## src/rtl/mac_acumulador.sv

```systemverilog
// rtl/mac_acumulador.sv - signed saturating multiply-accumulate over framed operand pairs
module mac_acumulador #(
    parameter int N = 24
) (
    input  logic                  CLK,
    input  logic                  RST,
    input  logic signed [N-1:0]   Dato_A,
    input  logic signed [N-1:0]   Dato_B,
    input  logic                  Valid_In,
    input  logic                  Last_In,
    output logic                  Ready_In,
    output logic signed [2*N-1:0] Datos_Sum,
    output logic                  Valid_Out,
    input  logic                  Ready_Out,
    output logic                  Saturado
);

    localparam int W = 2 * N;
    localparam logic signed [W-1:0] ACC_MAX = {1'b0, {(W-1){1'b1}}};
    localparam logic signed [W-1:0] ACC_MIN = {1'b1, {(W-1){1'b0}}};

    typedef enum logic [1:0] {IDLE, ACUM, DRENA, SALIDA} state_t;

    state_t              state;
    logic signed [W-1:0] a_ext;
    logic signed [W-1:0] b_ext;
    logic signed [W-1:0] prod;
    logic signed [W-1:0] prod_q;
    logic                prod_valid;
    logic                prod_first;
    logic signed [W-1:0] acc;
    logic                sat_flag;
    logic signed [W:0]   sum_ext;
    logic signed [W-1:0] acc_next;
    logic                sat_next;
    logic                xfer;

    // Operands are widened first so the 2N-bit product is exact.
    assign a_ext = {{N{Dato_A[N-1]}}, Dato_A};
    assign b_ext = {{N{Dato_B[N-1]}}, Dato_B};
    assign prod  = a_ext * b_ext;

    assign Ready_In = (state == IDLE) || (state == ACUM);
    assign xfer     = Valid_In && Ready_In;

    always_comb begin
        sum_ext  = {acc[W-1], acc} + {prod_q[W-1], prod_q};
        acc_next = acc;
        sat_next = sat_flag;
        if (prod_valid) begin
            if (prod_first) begin
                acc_next = prod_q;
                sat_next = 1'b0;
            end else if (sum_ext[W] != sum_ext[W-1]) begin
                acc_next = sum_ext[W] ? ACC_MIN : ACC_MAX;
                sat_next = 1'b1;
            end else begin
                acc_next = sum_ext[W-1:0];
            end
        end
    end

    always_ff @(posedge CLK) begin
        if (!RST) begin
            state      <= IDLE;
            prod_q     <= '0;
            prod_valid <= 1'b0;
            prod_first <= 1'b0;
            acc        <= '0;
            sat_flag   <= 1'b0;
            Datos_Sum  <= '0;
            Valid_Out  <= 1'b0;
            Saturado   <= 1'b0;
        end else begin
            prod_valid <= xfer;
            if (xfer) begin
                prod_q     <= prod;
                prod_first <= (state == IDLE);
            end
            acc      <= acc_next;
            sat_flag <= sat_next;

            case (state)
                IDLE: begin
                    if (xfer) state <= Last_In ? DRENA : ACUM;
                end
                ACUM: begin
                    if (xfer && Last_In) state <= DRENA;
                end
                DRENA: begin
                    // Publish once the final product has been folded into acc.
                    if (!prod_valid) begin
                        Datos_Sum <= acc;
                        Saturado  <= sat_flag;
                        Valid_Out <= 1'b1;
                        state     <= SALIDA;
                    end
                end
                SALIDA: begin
                    if (Ready_Out) begin
                        Valid_Out <= 1'b0;
                        Saturado  <= 1'b0;
                        state     <= IDLE;
                    end
                end
                default: state <= IDLE;
            endcase
        end
    end

endmodule

```

## config.mk

```make
export PLATFORM = sky130hd
export DESIGN_NAME = mac_acumulador
export DESIGN_NICKNAME = d
export VERILOG_FILES = /design/src/rtl/mac_acumulador.sv
export SDC_FILE = /design/constraint.sdc
export NUM_CORES = 2
export LEC_CHECK = 0
export ABC_AREA = 1
export CAP_MARGIN = 25
export CORE_MARGIN = 2
export CORE_UTILIZATION = 52
export CTS_CLUSTER_SIZE = 14
export DETAILED_ROUTE_END_ITERATION = 10
export HOLD_SLACK_MARGIN = 0.06
export PLACE_DENSITY = 0.67
export SLEW_MARGIN = 10
export SYNTH_ARGS = -nofsm -noshare
export SYNTH_HDL_FRONTEND = slang
export SYNTH_SLANG_ARGS = --single-unit
```

## constraint.sdc

```tcl
create_clock -name CLK -period 19 [get_ports CLK]
set_input_delay 3.8 -clock CLK [delete_from_list [all_inputs] [get_ports CLK]]
set_output_delay 3.8 -clock CLK [all_outputs]
set_load 0.01 [all_outputs]
```

==> results.cfg <==
[outcome]
status = finished, final reports clean

[sta]
hold_viol_final = 0
maxSlewHeadroom = 0.3278
fmax_ghz = 0.08767
rsz0062_at_grt = false
worst_pin_slew_ns = 1.007
holdWs_ns = 0.4582
drv_slew = 0
period_minus_slack_ns = 11.41
min_period_over_period = 0.6003
clock_skew_ns = 0.009550
setup_violations = 0
setup_tns_ns = 0

[synth]
ys_seq_elements = 151
synth_cell_types = 41
ys_seq_area_frac = 0.09385
synth_area_leaders = fa_1, nand2_1, inv_1
synthAdderAreaFrac = 0.4502
synthMuxAreaShare = 0
synth_edf_count = 0
yosys.area.top_type_share = 0.3779
syn_nets = 5325
synth_simple_gate_area_frac = 0.2059
netlist_area_sq_um = 32210
synthXorXnorAreaFrac = 0.01810
synth_ff_type = dfxtp_1
synthCells = 4478
yosysWarnings = 0
async_flop_share = 0
synth_top_cell_by_area = fa_1
synth_compound_area_frac = 0.07373
yosysMostFrequentCell = nand2_1
yosys-top-cells-count = nand2_1, inv_1, fa_1, a21oi_1, nor2_1
synth_top_family_by_area = adder cells
syn_avg_cell_area_sq_um = 7.193

[final_layout]
drive_above_1_share = 0.03058
fill_cells = 6077
antenna_cells = 0
nNetsFinal = 5347
area_delta_synth_final_pct = 7.513

[global_routing]
grt_pass1_vias = 28170
met1_usage = 0.4351
grt_usage = 0.3088
antenna_found_initial = 0
top_usage_layer = met2
grtUsageMet3 = 0.05016
met2_usage = 0.4973
grt_max_degree = 68
grt_pass1_wl_um = 152700
grt_overflow_total = 0

[worst_setup_path]
cp_max_fo = 24
start_kind = input pin
cp-end-kind = flop
rrSetupSlack_ns = 15.27
worstPathRequired_ns = 19.40
crit_type = in -> reg
worstPathArrival_ns = 11.80

[clocking]
ctsResizeCount = 0
ctsHoldBuffers = 0
root_buffer = clkbuf_16
clk_pin_slew_ns = 0.07
clk_latency_ns = 0.45
cts_tree = built
postCtsSetupBuffers = 0
cts_max_level = 4
cts_sinks = 151
clock_path_buffers = 2
cts_made_buffers = 17

[die]
core_area_sq_um = 61480
die-area_sq_um = 63950
die_w_um = 252.9
ioPinCount = 104
die_y_um = 252.9
initial_core_util = 0.5239
rows = 91

[placed_design]
portBuffers = 103
place.gp.congestion = 1.013
hpwlAfterDp_um = 75290

[routing]
drt-pass1-iter-count = 6
routed_wl_um = 94020
route.detailed.wl_per_inst_um = 17.73
drcViolationCount = 0
ant_nets = 0
drt_iter0_markers = 2385
vias = 27630
viasPerCell = 5.210

[run]
cap_violations = 0

[hold_path]
hold_path.class = reg -> reg
## cells by family (layout without fill, tap and decap cells)
| group | count (synthesis) | in the layout |
|---|---|---|
| simple gates | 1685 | 1685 |
| buf+inv | 1343 | 1378 |
| fa+ha+maj | 794 | 794 |
| compound gates | 440 | 440 |
| flops | 151 | 151 |
| xor+xnor | 65 | 65 |
## critical path, cell delays in order
cell,delay [ns]
clkdlybuf4s50_1,0.91
nand2_1,0.30
inv_1,0.12
fa_1,0.68
inv_1,0.13
fa_1,0.80
inv_1,0.12
fa_1,0.90
inv_1,0.13
fa_1,0.52
fa_1,0.56
fa_1,0.43
fa_1,0.49
inv_1,0.04
ha_1,0.34
nand2_1,0.11
nor2_1,0.26
inv_1,0.10
nor4_1,0.38
nand3_1,0.12
nand3_1,0.15
xor2_1,0.21
o21ai_0,0.10
inv_1,0.08
## layout make-up
class,count,area (sq um),share of cell area
Tap cell,790,988.4,0.02854
Sequential cell,151,3023,0.08730
Timing Repair Buffer,161,1479,0.04271
Clock buffer,18,439.2,0.01268
Inverter,1185,4451,0.1285
Clock inverter,14,148.9,0.004300
Multi-Input combinational cell,2984,24100,0.6959
## per-stage QoR
step                worst slack [ns]  area, sq um  std cells  utilization
floorplan                      8.895        32210       4478            -
global route                   7.065        34630       5303       0.5632
global placement               7.358        34020       5270       0.5533
finish                         7.594        34630       5303       0.5632
detailed placement             7.187        34020       5270       0.5533
CTS                            7.650        34610       5302       0.5629
## sequential cells by signal, indices dropped and copies added, names as in the netlist
| signal | count |
|---|---|
| sat_flag | 1 |
| prod_valid | 1 |
| prod_q | 48 |
| state | 2 |
| Saturado | 1 |
| Valid_Out | 1 |
| Datos_Sum | 48 |
| prod_first | 1 |
| acc | 48 |
## final timing paths
path / startpoint / end / depth (start not counted)
setup / recovery: Dato_A[23] / prod_q[42] / 24
hold / removal: Valid_Out / Valid_Out / 2
setup reg to reg: acc[0] / acc[38] / 18
hold reg to reg: Valid_Out / Valid_Out / 2
## layout by cell type (no fill, tap or decap), types with 4 or more instances in the layout
cell,synthesis,routed
a211oi_1,4,4
a21o_1,4,4
a21oi_1,269,269
a31oi_1,13,13
buf_4,0,57
clkbuf_16,0,17
clkdlybuf4s50_1,0,103
clkinvlp_4,0,4
dfxtp_1,151,151
fa_1,608,608
ha_1,186,186
inv_1,1168,1167
inv_2,17,17
nand2_1,1274,1273
nand2_2,8,9
nand3_1,90,90
nand4_1,32,32
nor2_1,235,234
nor3_1,21,21
nor4_1,4,4
o211ai_1,14,14
o21ai_0,101,101
o21bai_1,22,22
or2_2,12,12
xnor2_1,23,23
xor2_1,41,41
## per-layer routing
layer | up-vias | wire length (um) | part of all wire
met5 | - | 0 | 0
met4 | 0 | 2343 | 0.025
met3 | 139 | 7351 | 0.078
met2 | 1029 | 42810 | 0.46
met1 | 13380 | 41520 | 0.44
li1 | 13080 | - | -
Power is not shown: default switching activity piles up to over one toggle a cycle in this logic, so the estimate is an artifact.
